**config.mk**
```make
export PLATFORM = sky130hd
export DESIGN_NAME = ones_pattern_gen_flat
export DESIGN_NICKNAME = d
export VERILOG_FILES = /design/src/rtl/ones_pattern_gen_pkg.sv /design/src/rtl/ones_pattern_gen_if.sv /design/src/rtl/ones_pattern_gen_next.sv /design/src/rtl/ones_pattern_gen.sv /design/src/flat_wrapper.sv
export SDC_FILE = /design/constraint.sdc
export NUM_CORES = 1
export LEC_CHECK = 0
export CAP_MARGIN = 20
export CORE_MARGIN = 2
export CORE_UTILIZATION = 50
export DETAILED_ROUTE_END_ITERATION = 6
export PLACE_DENSITY = 0.75
export SLEW_MARGIN = 25
export SYNTH_ARGS = -nofsm -noshare
export SYNTH_HDL_FRONTEND = slang
export SYNTH_SLANG_ARGS = --single-unit
export TNS_END_PERCENT = 100
```
**constraint.sdc**
```tcl
create_clock -name clk -period 2.31 [get_ports clk]
set_input_delay 0.693 -clock clk [delete_from_list [all_inputs] [get_ports clk]]
set_output_delay 0.693 -clock clk [all_outputs]
set_load 0.02 [all_outputs]
```
**src/rtl/ones_pattern_gen_pkg.sv**
```systemverilog
// Shared definitions for the ones-pattern generator: FSM encodings, default
// sizes, the low-ones mask builder and a popcount helper for the checker.
package opg_pkg;

    localparam int OPG_WIDTH = 8;
    localparam int OPG_CNT_W = 4;
    localparam int OPG_IDX_W = 8;
    // Helper functions work on this fixed width; callers slice down to WIDTH.
    localparam int OPG_MAX_W = 64;

    typedef logic [1:0] opg_state_t;

    localparam opg_state_t ST_IDLE = 2'd0;
    localparam opg_state_t ST_EMIT = 2'd1;
    localparam opg_state_t ST_FIN  = 2'd2;

    function automatic logic [OPG_MAX_W-1:0] opg_low_mask(input logic [7:0] k);
        logic [OPG_MAX_W-1:0] m;
        m = '0;
        for (int i = 0; i < OPG_MAX_W; i++) begin
            m[i] = (i < int'(k));
        end
        return m;
    endfunction

    function automatic logic [7:0] opg_popcount(input logic [OPG_MAX_W-1:0] v);
        logic [7:0] n;
        n = 8'd0;
        for (int i = 0; i < OPG_MAX_W; i++) begin
            n = n + {7'd0, v[i]};
        end
        return n;
    endfunction

endpackage

```
**src/rtl/ones_pattern_gen_if.sv**
```systemverilog
// Pattern stream bundle: data word, its ordinal and the valid/ready pair.
interface ones_pattern_gen_if #(
    parameter int WIDTH = 8,
    parameter int IDX_W = 8
);
    logic [WIDTH-1:0] dat_out;
    logic             dat_valid;
    logic             dat_ready;
    logic [IDX_W-1:0] word_idx;

    modport master (
        output dat_out,
        output dat_valid,
        output word_idx,
        input  dat_ready
    );

    modport slave (
        input  dat_out,
        input  dat_valid,
        input  word_idx,
        output dat_ready
    );
endinterface

```
**src/rtl/ones_pattern_gen_next.sv**
```systemverilog
// Combinational successor: next larger word with the same number of set bits,
// built from lowest-set-bit isolate, ripple add and a trailing-zero shift.
module opg_next_pattern #(
    parameter int WIDTH = 8
) (
    input  logic [WIDTH-1:0] cur,
    output logic [WIDTH-1:0] nxt
);

    logic [WIDTH-1:0] low_s;
    logic [WIDTH-1:0] ripple_s;
    logic [WIDTH-1:0] tail_s;
    logic [WIDTH-1:0] shifted_s;

    // low_s is one-hot, so OR-ing each masked candidate shift selects tail >> ctz
    always_comb begin
        low_s     = cur & (~cur + {{(WIDTH-1){1'b0}}, 1'b1});
        ripple_s  = cur + low_s;
        tail_s    = (ripple_s ^ cur) >> 2;
        shifted_s = '0;
        for (int i = 0; i < WIDTH; i++) begin
            shifted_s = shifted_s | ((tail_s >> i) & {WIDTH{low_s[i]}});
        end
        nxt = ripple_s | shifted_s;
    end

endmodule

```
**src/rtl/ones_pattern_gen.sv**
```systemverilog
// Streams every WIDTH-bit word with exactly k ones in ascending order.
// Optional popcount self-check on each handshake: define ONES_PATTERN_CHECK_EN.
module ones_pattern_gen
    import opg_pkg::*;
#(
    parameter int WIDTH = OPG_WIDTH,
    parameter int CNT_W = OPG_CNT_W,
    parameter int IDX_W = OPG_IDX_W
) (
    input  logic                     clk,
    input  logic                     rst_n,
    input  logic                     start,
    input  logic [CNT_W-1:0]         count_in,
    input  logic                     abort,
    ones_pattern_gen_if.master       dat,
    output logic                     busy,
    output logic                     done,
    output logic                     bad_cnt,
    output logic                     chk_err
);

    localparam logic [CNT_W-1:0] WIDTH_K = CNT_W'(WIDTH);

    opg_state_t        state_q, state_d;
    logic [WIDTH-1:0]  cur_q, cur_d;
    logic [WIDTH-1:0]  last_q, last_d;
    logic [IDX_W-1:0]  idx_q, idx_d;
    logic              valid_q, valid_d;
    logic              busy_q, busy_d;
    logic              done_q, done_d;
    logic              bad_q, bad_d;

    logic [WIDTH-1:0]     nxt_s;
    logic [WIDTH-1:0]     first_s;
    logic [WIDTH-1:0]     last_s;
    logic [OPG_MAX_W-1:0] low_full_s;
    logic [OPG_MAX_W-1:0] keep_full_s;
    logic                 k_bad_s;
    logic                 hs_s;

    opg_next_pattern #(.WIDTH(WIDTH)) u_next (
        .cur (cur_q),
        .nxt (nxt_s)
    );

    // First word has the k low bits set; last word has the k high bits set.
    always_comb begin
        k_bad_s     = (count_in > WIDTH_K);
        low_full_s  = opg_low_mask(8'(count_in));
        keep_full_s = opg_low_mask(8'(WIDTH_K - count_in));
        first_s     = low_full_s[WIDTH-1:0];
        last_s      = ~keep_full_s[WIDTH-1:0];
        hs_s        = valid_q & dat.dat_ready;
    end

    // Enumeration FSM; abort outranks a same-cycle handshake.
    always_comb begin
        state_d = state_q;
        cur_d   = cur_q;
        last_d  = last_q;
        idx_d   = idx_q;
        done_d  = 1'b0;
        bad_d   = 1'b0;
        case (state_q)
            ST_IDLE: begin
                if (start) begin
                    if (k_bad_s) begin
                        state_d = ST_FIN;
                        done_d  = 1'b1;
                        bad_d   = 1'b1;
                    end else begin
                        state_d = ST_EMIT;
                        cur_d   = first_s;
                        last_d  = last_s;
                        idx_d   = '0;
                    end
                end else begin
                    state_d = ST_IDLE;
                end
            end
            ST_EMIT: begin
                if (abort) begin
                    state_d = ST_IDLE;
                    cur_d   = '0;
                    idx_d   = '0;
                end else if (hs_s) begin
                    if (cur_q == last_q) begin
                        state_d = ST_FIN;
                        done_d  = 1'b1;
                        cur_d   = '0;
                        idx_d   = '0;
                    end else begin
                        cur_d   = nxt_s;
                        idx_d   = idx_q + IDX_W'(1);
                    end
                end else begin
                    state_d = ST_EMIT;
                end
            end
            ST_FIN: begin
                state_d = ST_IDLE;
            end
            default: begin
                state_d = ST_IDLE;
                cur_d   = '0;
                idx_d   = '0;
            end
        endcase
        valid_d = (state_d == ST_EMIT);
        busy_d  = (state_d == ST_EMIT);
    end

    // State and registered outputs.
    always_ff @(posedge clk or negedge rst_n) begin
        if (!rst_n) begin
            state_q <= ST_IDLE;
            cur_q   <= '0;
            last_q  <= '0;
            idx_q   <= '0;
            valid_q <= 1'b0;
            busy_q  <= 1'b0;
            done_q  <= 1'b0;
            bad_q   <= 1'b0;
        end else begin
            state_q <= state_d;
            cur_q   <= cur_d;
            last_q  <= last_d;
            idx_q   <= idx_d;
            valid_q <= valid_d;
            busy_q  <= busy_d;
            done_q  <= done_d;
            bad_q   <= bad_d;
        end
    end

`ifdef ONES_PATTERN_CHECK_EN
    logic [CNT_W-1:0] k_q, k_d;
    logic             chk_err_q, chk_err_d;
    logic [7:0]       pop_s;

    // Latch k at start and flag any handshaked word whose popcount differs.
    always_comb begin
        if ((state_q == ST_IDLE) && start) begin
            k_d = count_in;
        end else begin
            k_d = k_q;
        end
        pop_s     = opg_popcount(OPG_MAX_W'(cur_q));
        chk_err_d = chk_err_q | (hs_s & (pop_s != 8'(k_q)));
    end

    // Checker state; chk_err is sticky until reset.
    always_ff @(posedge clk or negedge rst_n) begin
        if (!rst_n) begin
            k_q       <= '0;
            chk_err_q <= 1'b0;
        end else begin
            k_q       <= k_d;
            chk_err_q <= chk_err_d;
        end
    end

    assign chk_err = chk_err_q;
`else
    assign chk_err = 1'b0;
`endif

    assign dat.dat_out   = cur_q;
    assign dat.dat_valid = valid_q;
    assign dat.word_idx  = idx_q;
    assign busy          = busy_q;
    assign done          = done_q;
    assign bad_cnt       = bad_q;

endmodule

```
**src/flat_wrapper.sv**
```systemverilog
// flat-port wrapper written by rule: the top's interface ports become plain ports
module ones_pattern_gen_flat import opg_pkg::*;
#(
    parameter int WIDTH = OPG_WIDTH,
    parameter int CNT_W = OPG_CNT_W,
    parameter int IDX_W = OPG_IDX_W
)
  (clk, rst_n, start, count_in, abort, busy, done, bad_cnt, chk_err, dat_dat_out, dat_dat_valid, dat_word_idx, dat_dat_ready);
  ones_pattern_gen_if #(.WIDTH(WIDTH), .IDX_W(IDX_W)) dat_i ();
  input  logic clk;
  input  logic rst_n;
  input  logic start;
  input  logic [CNT_W-1:0] count_in;
  input  logic abort;
  output logic busy;
  output logic done;
  output logic bad_cnt;
  output logic chk_err;
  output wire logic [$bits(dat_i.dat_out)-1:0] dat_dat_out;
  output wire logic [$bits(dat_i.dat_valid)-1:0] dat_dat_valid;
  output wire logic [$bits(dat_i.word_idx)-1:0] dat_word_idx;
  input wire logic [$bits(dat_i.dat_ready)-1:0] dat_dat_ready;
  assign dat_dat_out = dat_i.dat_out;
  assign dat_dat_valid = dat_i.dat_valid;
  assign dat_word_idx = dat_i.word_idx;
  assign dat_i.dat_ready = dat_dat_ready;
  ones_pattern_gen #(.WIDTH(WIDTH), .CNT_W(CNT_W), .IDX_W(IDX_W)) u_core (.clk(clk), .rst_n(rst_n), .start(start), .count_in(count_in), .abort(abort), .dat(dat_i), .busy(busy), .done(done), .bad_cnt(bad_cnt), .chk_err(chk_err));
endmodule
```
==> results of run 1 <==
## registers in the layout, summed over array words and instances (netlist names)
register	cells
u_core.dat.word_idx	8
u_core.last_q	8
u_core.bad_cnt	1
u_core.dat.dat_out	8
u_core.done	1
u_core.dat.dat_valid	1
u_core.state_q	2
## placed cells by master (no fill, tap or decap), drive strengths merged, types with 7 or more instances in the layout
master and count:
nor2 13, clkbuf 7, clkdlybuf4s50 28, o21ai 21
nand3 7, inv 9, nand2 28, dfrtp 29
a31oi 15, buf 25, a21oi 12, xor2 8
## power breakdown
group,switching (mW),total [mW],internal [mW]
combinational,0.527,0.951,0.424
clock,0.195,0.464,0.269
sequential,0.124,0.722,0.598
## kinds of logic (layout without fill, tap and decap cells)
| logic type | count (synthesis) | after routing | synth area share, % |
|---|---|---|---|
| mux | 2 | 2 | 1.03 |
| fa+ha+maj | 5 | 5 | 3.22 |
| buf+inv | 24 | 70 | 7.28 |
| xor+xnor | 9 | 9 | 4.06 |
| other cells | 1 | 1 | 0.193 |
| compound gates | 74 | 74 | 25.9 |
| flops | 29 | 29 | 37.4 |
| simple gates | 76 | 76 | 20.9 |
## layer usage
layer | share of wire (%) | vias to the layer above | track usage, %
met4 | 2.0 | 0 | 12.2
met2 | 48 | 58 | 37.9
met3 | 4.7 | 11 | 5.11
li1 | - | 883 | -
met1 | 45 | 857 | 31.8
met5 | 0 | - | 0
## path summary, 6_finish.rpt
path	end	slack, ns	cells past startpoint
min in group asynchronous	u_core.dat.dat_out[3]$_DFFE_PN0P_	0.80	2
worst min register to register	u_core.dat.word_idx[7]$_DFFE_PN0P_	0.49	1
worst max register to register	u_core.dat.dat_out[6]$_DFFE_PN0P_	0.38	7
worst max-delay path	dat_dat_out[6]	0.12	1
worst min-delay path	u_core.dat.word_idx[7]$_DFFE_PN0P_	0.49	1
max in group asynchronous	u_core.dat.word_idx[7]$_DFFE_PN0P_	1.24	2
## cell type report
cell class	count	area (µm²)
fillers	323	1200
flip-flops and latches	29	726
well taps	48	60.1
multi-input cells	167	1070
inverters	9	33.8
clock inverters	1	5.00
repair buffers	53	493
clock buffers	7	96.3
==> reports/metrics.yaml, run 1 <==
layout:
  final_area_um2: 2490
  area_growth_pct: 28.2
  finish.utilization_pct: 67.5
  fin_cells: 314
  drive_gt1_share_pct: 16.5
  diodes: 0
  fin_nets: 279
cts:
  clockRootBuffer: "clkbuf_8"
  ctsHoldBuffers: 0
  cts.path.max_buffers: 2
  cts_post_setup_buffers_inserted: 0
  cts_tree: "yes"
  cts_sinks: 29
  cts_buffers: 5
  clock_latency_ns: 0.28
  clk_pin_slew_ns: 0.07
  ctsHtreeMaxLevel: 2
  cts_resized: 0
place:
  dp_slack_ns: -0.0802
  place_area_um2: 2390
  dp_hpwl_um: 3430
  place_congestion: 0.879
  port_buffers: 28
  dp.cells: 306
run:
  cap_violations: 0
worst_setup_path:
  crit_path_start: "u_core.dat.dat_out[6]$_DFFE_PN0P_"
  worstPathRequired_ns: 1.62
  cp-start-kind: "flop"
  arrival_ns: 1.50
  setup.worst_path.end_class: "primary output"
  r2r_start: "u_core.dat.dat_out[6]$_DFFE_PN0P_"
  cp_top_family: "buffers and inverters"
  cp_cell_sequence: "clkdlybuf4s50_1"
  path_class: "reg2out"
  critical-path-max-stage-delay_ns: 0.67
  critPathMaxFanout: 9
  critPathBufInv: 1
  cp_slowest_cell: "clkdlybuf4s50_1"
synth:
  synth.top_cells.by_area: "dfrtp_1, o21ai_0, nand2_1"
  yosys-top-cells-count: "dfrtp_1, nand2_1, o21ai_0"
  synth_cell_types: 46
  synth_edf_count: 0
  ys_warn_count: 0
  yosysSeqAreaShare_pct: 37.4
  synthesis.area_um2: 1940
  netlist_instances: 220
  synth_top_area_share_pct: 37.4
  synth_nets: 234
  synth_seq_cells: 29
  synth.most_common_cell: "dfrtp_1"
  avgSynthCellArea_um2: 8.83
  synthArstFlopShare_pct: 100
  yosys.area.top_type: "dfrtp_1"
  yosys_most_used_dff: "dfrtp_1"
global_route:
  grt_max_degree: 30
  grt_pass1_vias: 1715
  grt_use_total_pct: 24.3
  grt_first_pass_wirelength_um: 8000
  gr-total-overflow: 0
  antenna_found_initial: 0
floorplanning:
  die_w_um: 66.3
  core_um2: 3690
  die_y_um: 66.3
  io_pins: 30
  start_util_pct: 52.6
  num_rows: 22
  die_area_um2: 4400
power_and_ir_drop:
  p_total_mw: 2.14
  peakVddDrop_mv: 0.499
  p_leak_nw: 1.10
  power.density_nw_per_um2: 858
timing:
  fin_setup_tns_ns: 0
  rsz0062_at_grt: "no"
  period_minus_slack_ns: 2.19
  hold_violations: 0
  fin_skew_ns: 0.00533
  fin_ws_ns: 0.117
  fin_crit_sh_pct: 94.9
  maxSlewViolCount: 0
  max_freq_mhz: 456
  timing.hold.ws_ns: 0.485
  setup_viol: 0
route:
  first_pass_iters: 4
  viasPerCell: 5.76
  drc: 0
  route.antenna.remaining_nets: 0
  wl_um: 4660
  drtIter0Drc: 191
  dr_total_vias: 1809
  routedWlPerCell_um: 14.8
run_status:
  run_status: "completed"
hold_path:
  hp-start: "u_core.dat.word_idx[7]$_DFFE_PN0P_"
  hp-class: "reg2reg"
(Power assumes the default switching activity.)
==> inputs of run 2 (changes only) <==
Settings changed: GPL_TIMING_DRIVEN from default to 1.
==> results of run 2 <==
Same layout as run 1: the final DEF is identical, and so are final timing and power.
==> inputs of run 3 (changes only) <==
Settings changed: CORE_UTILIZATION 50 to 54, PLACE_DENSITY 0.75 to 0.8.
==> run 3 against run 2 <==
Net effect:
- flip-flop and latch count unchanged
- clock power down 4.3%
- cell count down 1.3%
- register-to-register slack about the same
- highest routed layer unchanged
- combinational power down 0.8%
==> reports/metrics.yaml, run 3 (synthesis gave the netlist of run 1 again) <==
run_status:
  run_status: "completed"
route:
  route.antenna.remaining_nets: 0  # unchanged
  routedWlPerCell_um: 14.0  # -5.4%
  drtIter0Drc: 134  # -30%
  wl_um: 4350  # -6.6%
  first_pass_iters: 4  # unchanged
  viasPerCell: 5.70  # -1.1%
  dr_total_vias: 1767  # -2.3%
  drc: 0  # unchanged
power_and_ir_drop:
  switchingPower_mw: 0.828  # -2.0%
  clock_power_share_pct: 21.1  # -0.6 points
  swShare_pct: 39.3  # -0.24 points
  power.density_nw_per_um2: 858  # about the same
  pwr-share-seq_pct: 34.1  # +0.3 points
  cellInternalPower_mw: 1.28  # -1.1%
  comb_power_share_pct: 44.8  # +0.3 points
  p_leak_nw: 1.09  # -1.7%
  peakVddDrop_mv: 0.437  # -12%
layout:
  diodes: 0  # unchanged
  drive_gt1_share_pct: 15.5  # -1.0 points
  fin_nets: 277  # -0.72%
  layout_commonest_cell: "dfrtp_1"
  most-common-layout-cells: "dfrtp_1, clkdlybuf4s50_1, nand2_1, o21ai_0, buf_4"
  n_fill_cell: 245  # -24%
  area_growth_pct: 26.4
  fin_cells: 310  # -1.3%
floorplanning:
  die_y_um: 64.0  # -3.6%
  start_util_pct: 57.3  # +4.6 points
  num_rows: 21  # -4.5%
  die_area_um2: 4090  # -7.0%
  core_um2: 3390  # -8.1%
  io_pins: 30  # unchanged
  die_w_um: 64.0  # -3.6%
worst_setup_path:
  path_class: "reg2out"
  critical-path-max-stage-delay_ns: 0.67  # about the same
  arrival_ns: 1.57  # +0.07 ns
  cp_top_family: "buffers and inverters"
  setup.worst_path.end_class: "primary output"
  cp_slowest_cell: "clkdlybuf4s50_1"
  cp-start-kind: "flop"
  cp_cell_sequence: "clkdlybuf4s50_1"
  r2r_cells: 7  # unchanged
  critPathMaxFanout: 10  # +1
  critPathBufInv: 1  # unchanged
  reg2reg_slack_ns: 0.39  # about the same
  r2r_start: "u_core.dat.dat_out[6]$_DFFE_PN0P_"
  worstPathRequired_ns: 1.62  # about the same
  reg2reg_to: "u_core.dat.dat_out[6]$_DFFE_PN0P_"
global_route:
  grt_first_pass_wirelength_um: 7540  # -5.7%
  grt_pass1_vias: 1659  # -3.3%
  gr-total-overflow: 0  # unchanged
  grt_max_degree: 30  # unchanged
  grt_use_total_pct: 23.8  # -0.50 points
  antenna_found_initial: 0  # unchanged
cts:
  cts_post_setup_buffers_inserted: 0  # unchanged
  clock_latency_ns: 0.34  # +0.06 ns
  cts_resized: 0  # unchanged
  cts_sinks: 29  # unchanged
  cts_buffers: 5  # unchanged
  cts_tree: "yes"
  ctsHoldBuffers: 0  # unchanged
  cts.path.max_buffers: 2  # unchanged
  clk_pin_slew_ns: 0.09  # +0.02 ns
  clockRootBuffer: "clkbuf_4"
  ctsHtreeMaxLevel: 2  # unchanged
run:
  cap_violations: 0  # unchanged
timing:
  setup_viol: 0  # unchanged
  fin_skew_ns: 0.00765  # +0.00232 ns
  hold_violations: 0  # unchanged
  fin_crit_sh_pct: 97.8  # +2.9 points
  period_minus_slack_ns: 2.26  # +0.0666 ns
  maxSlewViolCount: 0  # unchanged
  max_freq_mhz: 443  # -2.9%
  fin_setup_tns_ns: 0  # unchanged
  rsz0062_at_grt: "no"
hold_path:
  hp-class: "reg2reg"
  min_path_cells: 1  # unchanged
  hp-start: "u_core.dat.word_idx[7]$_DFFE_PN0P_"
  min_to: "u_core.dat.word_idx[7]$_DFFE_PN0P_"
place:
  dp_hpwl_um: 3260  # -4.8%
  port_buffers: 28  # unchanged
  dp.cells: 302  # -1.3%
  place_congestion: 0.845  # -3.8%
-- run 3: cell types whose count changed in the layout (fill, tap and decap cells not counted) --
cell / previous run / this run
clkinv_2: 1 / 0
clkbuf_4: 0 / 5
clkbuf_1: 0 / 1
clkbuf_8: 7 / 1
buf_4: 23 / 21
bufinv_16: 0 / 1
-- run 3: worst max path at each step --
stage                                       from                            endpoint  slack [ns]  cells after the start
3_5_place_dp                         count_in[1]        u_core.last_q[2]$_DFFE_PN0P_       -0.09                      8
5_1_grt        u_core.dat.dat_out[1]$_DFFE_PN0P_                      dat_dat_out[1]       0.003                      1
3_3_place_gp                               abort  u_core.dat.word_idx[2]$_DFFE_PN0P_       -0.02                      7
2_1_floorplan                        count_in[2]   u_core.dat.dat_out[1]$_DFFE_PN0P_        0.44                      7
4_1_cts        u_core.dat.dat_out[1]$_DFFE_PN0P_                      dat_dat_out[1]        0.06                      1
6_report       u_core.dat.dat_out[1]$_DFFE_PN0P_                      dat_dat_out[1]        0.05                      1
-- run 3: power by group through the flow --
stage,logic [mW],registers (mW),clock network (mW)
finish,0.943,0.719,0.444
global route,1.02,0.735,0.483
CTS,0.939,0.717,0.445
detailed placement,0.934,0.727,0
global placement,0.919,0.724,0
floorplan,0.613,0.745,0
-- run 3: through the flow --
| step | power, mW | setup slack (ns) | hold slack, ns | util, % | area [µm²] |
|---|---|---|---|---|---|
| 6_report | 2.11 | 0.0501 | 0.487 | 72.4 | 2450 |
| 5_1_grt | 2.24 | 0.00264 | 0.528 | 72.4 | 2450 |
| 4_1_cts | 2.10 | 0.0566 | 0.488 | 72.4 | 2450 |
| 3_5_place_dp | 1.66 | -0.0943 | 0.475 | 69.9 | 2370 |
| 3_3_place_gp | 1.64 | -0.0202 | 0.467 | 69.9 | 2370 |
| 2_1_floorplan | 1.36 | 0.436 | 0.397 | - | 1940 |
-- run 3: layout make-up --
cell class              instances  area (µm²)  share of cell area (%)
flip-flops and latches         29         726                    29.6
repair buffers                 51         478                    19.5
well taps                      46        57.6                    2.34
clock buffers                   7        55.1                    2.24
inverters                       9        33.8                    1.38
clock inverters                 1        30.0                    1.22
multi-input cells             167        1070                    43.8
-- run 3: routing by layer --
metal | track usage, % | part of all wire (%) | up-vias
met4 | 8.15 | 1.1 | 0
met2 | 40.0 | 49 | 48
met3 | 4.75 | 4.5 | 6
met1 | 30.6 | 45 | 830
li1 | - | - | 883
met5 | 0 | 0 | -
